--- config.mk ---
export PLATFORM = sky130hd
export DESIGN_NAME = note_lane_scroller
export DESIGN_NICKNAME = d
export VERILOG_FILES = /design/src/rtl/note_lane_scroller.sv
export SDC_FILE = /design/constraint.sdc
export NUM_CORES = 1
export LEC_CHECK = 0
export ABC_AREA = 0
export CAP_MARGIN = 20
export CELL_PAD_IN_SITES_DETAIL_PLACEMENT = 0
export CELL_PAD_IN_SITES_GLOBAL_PLACEMENT = 2
export CORE_MARGIN = 3
export CORE_UTILIZATION = 31
export DETAILED_ROUTE_END_ITERATION = 8
export PLACE_DENSITY = 0.78
export SKIP_LAST_GASP = 1
export SYNTH_ARGS = -nofsm -noshare
export SYNTH_HDL_FRONTEND = slang
export SYNTH_SLANG_ARGS = --single-unit
--- constraint.sdc ---
create_clock -name clk -period 5.1 [get_ports clk]
set_input_delay 1.02 -clock clk [delete_from_list [all_inputs] [get_ports clk]]
set_output_delay 1.02 -clock clk [all_outputs]
set_load 0.05 [all_outputs]
--- src/rtl/note_lane_scroller.sv ---
// Rhythm-game core: scrolls a LANES x ROWS note grid toward the strike row on each tempo
// tick, pulls chart rows over valid/ready, and judges button presses into score and combo.
module note_lane_scroller #(
  parameter int LANES   = 4,
  parameter int ROWS    = 8,
  parameter int SCORE_W = 16
) (
  input  logic                  clk,
  input  logic                  n_rst,
  input  logic                  tick,
  input  logic                  start,
  input  logic                  note_valid,
  input  logic [LANES-1:0]      note_row,
  input  logic                  note_last,
  output logic                  note_ready,
  input  logic [LANES-1:0]      btn,
  output logic [LANES*ROWS-1:0] grid,
  output logic [SCORE_W-1:0]    score,
  output logic [7:0]            combo,
  output logic                  hit_pulse,
  output logic                  miss_pulse,
  output logic                  playing,
  output logic                  done
);

  localparam int CNT_W = (ROWS > 2) ? $clog2(ROWS) : 1;
  localparam int H_W   = $clog2(LANES + 1);

  typedef enum logic [1:0] {
    IDLE  = 2'd0,
    PLAY  = 2'd1,
    DRAIN = 2'd2,
    DONE  = 2'd3
  } state_t;

  state_t                 state, state_nxt;
  logic [LANES-1:0]       btn_q;
  logic [CNT_W-1:0]       drain_cnt, drain_nxt;
  logic [LANES*ROWS-1:0]  grid_nxt;
  logic [SCORE_W-1:0]     score_nxt;
  logic [7:0]             combo_nxt;
  logic                   hit_nxt, miss_nxt;

  logic                   active;
  logic                   scroll;
  logic                   transfer;
  logic [LANES-1:0]       row0;
  logic [LANES-1:0]       edges;
  logic [LANES-1:0]       hits;
  logic [LANES-1:0]       bad;
  logic [LANES-1:0]       row0_left;
  logic [LANES-1:0]       entry;
  logic                   miss_any;
  logic [H_W-1:0]         h_cnt;
  logic                   bonus;
  logic [SCORE_W:0]       prod;
  logic [SCORE_W:0]       ssum;
  logic [8:0]             csum;

  assign active     = (state == PLAY) || (state == DRAIN);
  assign note_ready = tick && (state == PLAY);
  assign transfer   = note_ready && note_valid;
  assign scroll     = active && tick;
  assign row0       = grid[LANES-1:0];
  assign edges      = btn & ~btn_q;
  assign hits       = active ? (edges & row0) : '0;
  assign bad        = active ? (edges & ~row0) : '0;
  // Hits are cleared before the shift so a same-cycle press never also counts as a miss.
  assign row0_left  = row0 & ~hits;
  assign entry      = transfer ? note_row : '0;
  assign miss_any   = (|bad) || (scroll && (|row0_left));

  always_comb begin
    h_cnt = '0;
    for (int l = 0; l < LANES; l++) begin
      h_cnt = h_cnt + H_W'(hits[l]);
    end
  end

  assign bonus = (combo >= 8'd8);
  assign prod  = (SCORE_W+1)'(h_cnt) * (SCORE_W+1)'(bonus ? 2 : 1);
  assign ssum  = {1'b0, score} + prod;
  assign csum  = {1'b0, combo} + 9'(h_cnt);

  assign playing = active;
  assign done    = (state == DONE);

  always_comb begin
    state_nxt = state;
    drain_nxt = drain_cnt;
    grid_nxt  = grid;
    score_nxt = score;
    combo_nxt = combo;
    hit_nxt   = 1'b0;
    miss_nxt  = 1'b0;

    if (active) begin
      if (scroll) begin
        grid_nxt = {entry, grid[LANES*ROWS-1:LANES]};
      end else begin
        grid_nxt[LANES-1:0] = row0_left;
      end

      score_nxt = ssum[SCORE_W] ? '1 : ssum[SCORE_W-1:0];

      if (miss_any) begin
        combo_nxt = 8'd0;
      end else if (csum[8]) begin
        combo_nxt = 8'hff;
      end else begin
        combo_nxt = csum[7:0];
      end

      hit_nxt  = (h_cnt != '0);
      miss_nxt = miss_any;
    end

    case (state)
      IDLE, DONE: begin
        if (start) begin
          state_nxt = PLAY;
          grid_nxt  = '0;
          score_nxt = '0;
          combo_nxt = 8'd0;
          hit_nxt   = 1'b0;
          miss_nxt  = 1'b0;
        end
      end
      PLAY: begin
        if (transfer && note_last) begin
          state_nxt = DRAIN;
          drain_nxt = '0;
        end
      end
      DRAIN: begin
        if (tick) begin
          drain_nxt = drain_cnt + CNT_W'(1);
          if (drain_cnt == CNT_W'(ROWS - 2)) begin
            state_nxt = DONE;
          end
        end
      end
      default: state_nxt = IDLE;
    endcase
  end

  always_ff @(posedge clk or negedge n_rst) begin
    if (!n_rst) begin
      state      <= IDLE;
      btn_q      <= '0;
      drain_cnt  <= '0;
      grid       <= '0;
      score      <= '0;
      combo      <= 8'd0;
      hit_pulse  <= 1'b0;
      miss_pulse <= 1'b0;
    end else begin
      state      <= state_nxt;
      btn_q      <= btn;
      drain_cnt  <= drain_nxt;
      grid       <= grid_nxt;
      score      <= score_nxt;
      combo      <= combo_nxt;
      hit_pulse  <= hit_nxt;
      miss_pulse <= miss_nxt;
    end
  end

endmodule

## After elaboration in Yosys (flattened, before gate mapping)

Cells that the tools add are included.

| word-level totals | value |
|---|---|
| bits of input ports | 14 |
| flip-flop bits (word level) | 67 |

| operators by class | value |
|---|---|
| eq/ne operators | 8 |
| bitwise operators | 7 |
| reductions and logical operators | 15 |
| $lt $le $gt $ge | 1 |
| add/sub/neg operators | 6 |
| mux-type cells | 32 |
| multipliers | 1 |

Operators by type and width:

| cell | number |
|---|---|
| 2-to-1 mux 32 bit | 3 |
| 2-to-1 mux 16 bit | 4 |
| 2-to-1 mux 8 bit | 5 |
| 2-to-1 mux 28 bit | 1 |
| adder 16 x 5 -> 17 bit | 1 |
| bitwise AND 4 bit | 4 |
| 2-to-1 mux 4 bit | 4 |
| inverter 4 bit | 3 |
| 2-to-1 mux 2 bit | 5 |
| adder 8 x 3 -> 9 bit | 1 |
| greater-or-equal comparator 8 x 4 -> 1 bit (second input constant) | 1 |
| OR reduction 4 bit | 2 |
| 2-to-1 mux 1 bit | 6 |
| 2-to-1 mux 3 bit | 2 |
| one-hot mux 2 bit (3 select lines) | 1 |
| one-hot mux 3 bit (2 select lines) | 1 |
| logical AND 1 bit | 5 |
| multiplier 3 x 2 -> 5 bit | 1 |
| equality test 2 bit (second input constant) | 2 |
| inequality test 2 x 1 -> 1 bit (second input constant) | 2 |
| inequality test 2 bit (second input constant) | 2 |
| AND reduction 4 bit | 1 |
| adder 2 x 1 -> 3 bit | 1 |
| adder 3 x 1 -> 3 bit | 1 |
| other kinds (10) | 11 |

## Longest topological paths before layout

| logic depth | value |
|---|---|
| word-level depth | 13 |
| gate-level depth with buffers | 19 |

## Least setup slack after synthesis

OpenSTA, ideal clock, no wires.

| timing path | value |
|---|---|
| path kind | register to register |
| start | register state[0] |
| end | register score[9] |
| path slack | 0.541 ns |
| clock period less this slack | 4.559 ns |
| cell stages (with the launch flop) | 19 |
| setup time | 0.083 ns |
| arrival | 4.476 ns |
| path through | dfrtp_1 -> inv_1 -> ha_1 -> buf_6 -> clkbuf_1 -> buf_1 -> nor3b_1 -> fa_1 -> ha_1 -> ha_1 -> mux2_1 -> ha_1 -> ha_1 -> fa_1 -> a21o_1 -> a21oi_2 -> nor3_1 -> xnor2_1 -> o21ai_0 |

| on the way | value |
|---|---|
| cells in the longest elaborated chain, start to end | 12 |

RTL lines:

| element | line | RTL |
|---|---|---|
| from (decl) | 36 | `state_t state, state_nxt;` |
| from (signal assigned) | 158 | `state <= state_nxt;` |
| equality test 2 x 1 -> 1 bit / equality test 2 bit (equally long branches) | 60 | `assign active = (state == PLAY) \|\| (state == DRAIN);` |
| logical OR 1 bit | 60 |  |
| 2-to-1 mux 4 bit | 66 | `assign hits = active ? (edges & row0) : '0;` |
| adder 1 x 1 -> 2 bit | 76 | `h_cnt = h_cnt + H_W'(hits[l]);` |
| adder 2 x 1 -> 3 bit | 76 |  |
| adder 3 x 1 -> 3 bit | 76 |  |
| multiplier 3 x 2 -> 5 bit | 81 | `assign prod = (SCORE_W+1)'(h_cnt) * (SCORE_W+1)'(bonus ? 2 : 1);` |
| adder 16 x 5 -> 17 bit | 82 | `assign ssum = {1'b0, score} + prod;` |
| 2-to-1 mux 16 bit | 104 | `score_nxt = ssum[SCORE_W] ? '1 : ssum[SCORE_W-1:0];` |
| 2-to-1 mux 16 bit | 97 | `if (active) begin` |
| 2-to-1 mux 16 bit | 120 | `if (start) begin` |
| 2-to-1 mux 16 bit (*) | 118 | `case (state)` |
| named net score_nxt[9] | 40 | `logic [SCORE_W-1:0] score_nxt;` |
| to (signal assigned) | 162 | `score <= score_nxt;` |
| to (decl) | 18 | `output logic [SCORE_W-1:0] score,` |

Mark *: on every way through the listed nets, which the timed path passes. The rest lies on a longest branch.
A chain may end at the register's enable or synchronous reset.

## Worst setup path in the final report

| timing path | value |
|---|---|
| start | input port btn[3] |
| end | register score[9] |

| on the way | value |
|---|---|
| cells in the longest elaborated chain, start to end | 10 |

RTL lines:

| element | line | RTL |
|---|---|---|
| from (decl) | 16 | `input logic [LANES-1:0] btn,` |
| bitwise AND 4 bit (*) | 65 | `assign edges = btn & ~btn_q;` |
| bitwise AND 4 bit (*) | 66 |  |
| 2-to-1 mux 4 bit (*) | 66 |  |
| adder 3 x 1 -> 3 bit (*) | 76 |  |
| multiplier 3 x 2 -> 5 bit (*) | 81 |  |
| adder 16 x 5 -> 17 bit (*) | 82 |  |
| 2-to-1 mux 16 bit (*) | 104 |  |
| 2-to-1 mux 16 bit (*) | 97 |  |
| 2-to-1 mux 16 bit | 120 |  |
| 2-to-1 mux 16 bit (*) | 118 |  |
| named net score_nxt[9] | 40 |  |

Marks and branches as above.

==> results.toml <==
[synthesis]
synth.top_cell.area_share = 0.4725
syn_avg_cell_area_sq_um = 9.289
yosysTopAreaCell = "dfrtp_1"
synth.most_common_cell = "nand2_1"
synthFlopType = "dfrtp_1"
async_reset_ff_frac = 1.000
synth.area.top_cells = "dfrtp_1 47%, nand2_1 9.0%, ha_1 6.3%"
synth.net_count = 417
ys_ff_latch = 67
yosys-top-cells-count = "85 x nand2_1, 67 x dfrtp_1, 31 x a21oi_1, 18 x ha_1, 16 x nor2_1"
ys_warn_count = 0
ys_types = 50
synth_area_sq_um = 3548
synth-edff-count = 0
synthCells = 382
seq_area_frac_synth = 0.4725

[floorplanning]
ios = 75
die_w_um = 113.0
rows = 38
start_util = 0.3217
core_sq_um = 11030
die_y_um = 113.0
die_area_sq_um = 12770

[pwr]
intPower_mw = 1.075
swShare = 0.4232
combinationalPowerShare = 0.356
cellLeakagePower_nw = 2.079
finalPower_mw = 1.863
vdd_drop_max_v = 0.0001929
power_frac_clock = 0.322
powerDensity_nw_per_um2 = 392.4
p_seq_frac = 0.323
p_sw_mw = 0.7886

[timing]
finClkSkew_ps = 5.327
finalHoldViolations = 0
period_share = 0.9158
min_period_ps = 4671
rsz0062_at_grt = "no"
fmax_mhz = 214.1
slew_violations = 0
setup_viol = 0
tightest_slew_ps = 891.8
setup_tns_ps = 0
slew_headroom = 0.4048

[global_route]
grt_pass1_vias = 2980
antenna_found_initial = 0
grt_pass1_wl_um = 15790
overflow = 0
grt_max_degree = 42
track_usage = 0.1538

[routing]
drc = 0
dr.pass1.iters = 4
drt-initial-drc-count = 143
avgViaCountPerCell = 4.917
wl_um = 9280
vias = 2970
antenna_left = 0
post_drt_wl_per_cell_um = 15.36

[final_layout]
antenna_cells = 0
layout-drive-gt1-share = 0.08405
area_delta_synth_final_pct = 33.82
fillers = 1134
fin_cells = 604
nets = 494

[status]
status = "finished clean"

[clock_network]
clk_latency_ps = 340
post_cts.repair.setup_buffers = 0
cts_hold_buf = 0
clock_path_buffers = 2
htree_levels = 3
cts_tree = "built"
cts_resized = 0
clock-sinks = 67
clockRootBuffer = "clkbuf_16"
clk_pin_slew_worst_paths_ps = 60
numCtsBuffers = 9

[critical_path]
critPathMaxStageDelay_ps = 470
crit_top_cell = "ha_1"
worstSetupEndpoint = "score[9]$_DFF_PN0_"
end_kind = "flop"
cp_max_fo = 7
path_cells = "clkdlybuf4s50_1 > nand2b_1 > nor3b_1 > fa_1 > ha_1 > ha_1 > mux2_1 > ha_1 > ha_1 > fa_1 > a21o_1 > a21oi_2 > nor3_1 > xnor2_1 > o21ai_0"
crit_type = "in2reg"
worst_r2r_endpoint = "score[9]$_DFF_PN0_"
crit_arrival_ps = 4930
crit_required_ps = 5360
rrSetupSlack_ps = 800
r2r-start = "state[0]$_DFFE_PN0P_"
startpoint = "btn[3]"
reg2regPathDepth = 15
crit_slowest_cell = "clkdlybuf4s50_1"
startpoint_type = "input pin"

[run]
max_cap_violations = 0

[placed_design]
dp_hpwl_um = 6421
numPlacedInstances = 588
numPortBuffers = 74
place_congestion = 0.7569

[min_path]
hold_class = "reg2reg"
[flip-flops by register name, summed over array words and instances, names as in the netlist]
register	count
grid	32
score	16
combo	8
btn_q	4
drain_cnt	3
state	2
hit_pulse	1
miss_pulse	1
[worst max-delay path: cells and delay by family]
kind	cells	cell delay, ps
adder cells (fa/ha/maj)	6	1840
AO/OA/AOI/OAI	3	660
AND/OR/NAND/NOR	3	500
buffers and inverters	1	470
multiplexers	1	300
XOR/XNOR	1	130
[worst min-delay path by stage]
stage | cells after the start | start | slack [ps] | endpoint
2_1_floorplan | 1 | drain_cnt[0]$_DFFE_PN0P_ | 500 | drain_cnt[0]$_DFFE_PN0P_
3_3_place_gp | 2 | combo[0]$_DFF_PN0_ | 510 | combo[0]$_DFF_PN0_
3_5_place_dp | 2 | grid[12]$_DFF_PN0_ | 530 | grid[8]$_DFF_PN0_
4_1_cts | 2 | grid[12]$_DFF_PN0_ | 540 | grid[8]$_DFF_PN0_
5_1_grt | 2 | grid[18]$_DFF_PN0_ | 570 | grid[14]$_DFF_PN0_
6_report | 2 | grid[12]$_DFF_PN0_ | 540 | grid[8]$_DFF_PN0_
[power by group through the flow]
stage          Combinational, mW  Clock, mW  Sequential, mW
2_1_floorplan              0.392          0           0.675
3_5_place_dp               0.676          0           0.611
5_1_grt                    0.732      0.640           0.607
6_report                   0.663      0.599           0.601
4_1_cts                    0.676      0.617           0.603
3_3_place_gp               0.673          0           0.610
[metrics by stage]
step                hold slack [ps]  utilization  area, sq um  setup WS, ps
floorplan                     502.9            -         3548         540.9
global placement              506.0       0.4045         4462         109.9
global route                  565.4       0.4305         4748         204.9
CTS                           542.6       0.4305         4748         390.6
detailed placement            534.3       0.4045         4462         50.85
finish                        542.8       0.4305         4748         429.3
[per-layer routing]
layer  GRT usage  routed length, um  vias up
li1            -                  -     1476
met1      0.2171               4503     1419
met2      0.2295               4111       65
met3     0.04973                564       10
met4     0.03846                100        0
met5           0                  0        -
[cell usage in the layout (no fill, tap or decap), types with 4 or more instances in the layout]
cell type         n
o22ai_1           4
nor2_1           16
nand3_1           6
o21ai_0          15
mux2i_1           6
nand2b_1          6
inv_1            12
nor3_1            6
a22oi_1           9
clkbuf_16         9
clkdlybuf4s50_1  73
buf_4            12
a21o_1            4
nor3b_1           4
nand2_1          85
o21ai_1          10
o21bai_1          4
ha_1             18
xnor2_1           8
a21oi_1          31
nand4_1           4
dfrtp_1          67
[cell type report]
cell class	count	area, sq um	area share
clock inverters	7	61.31	0.01291
repair buffers	86	825.8	0.1739
inverters	13	48.80	0.01028
flip-flops and latches	67	1677	0.3531
clock buffers	9	225.2	0.04743
well taps	140	175.2	0.03689
multi-input cells	282	1735	0.3655
[cell families (layout without fill, tap and decap cells)]
kind of cell,count (synthesis),after routing,share of synthesized area
adder cells (fa/ha/maj),21,21,0.08040
XOR/XNOR,11,11,0.02715
buffers and inverters,33,115,0.03843
AND/OR/NAND/NOR,147,147,0.1961
multiplexers,8,8,0.02327
AO/OA/AOI/OAI,95,95,0.1622
flip-flops,67,67,0.4725
Power figures use the tool's default switching activity.
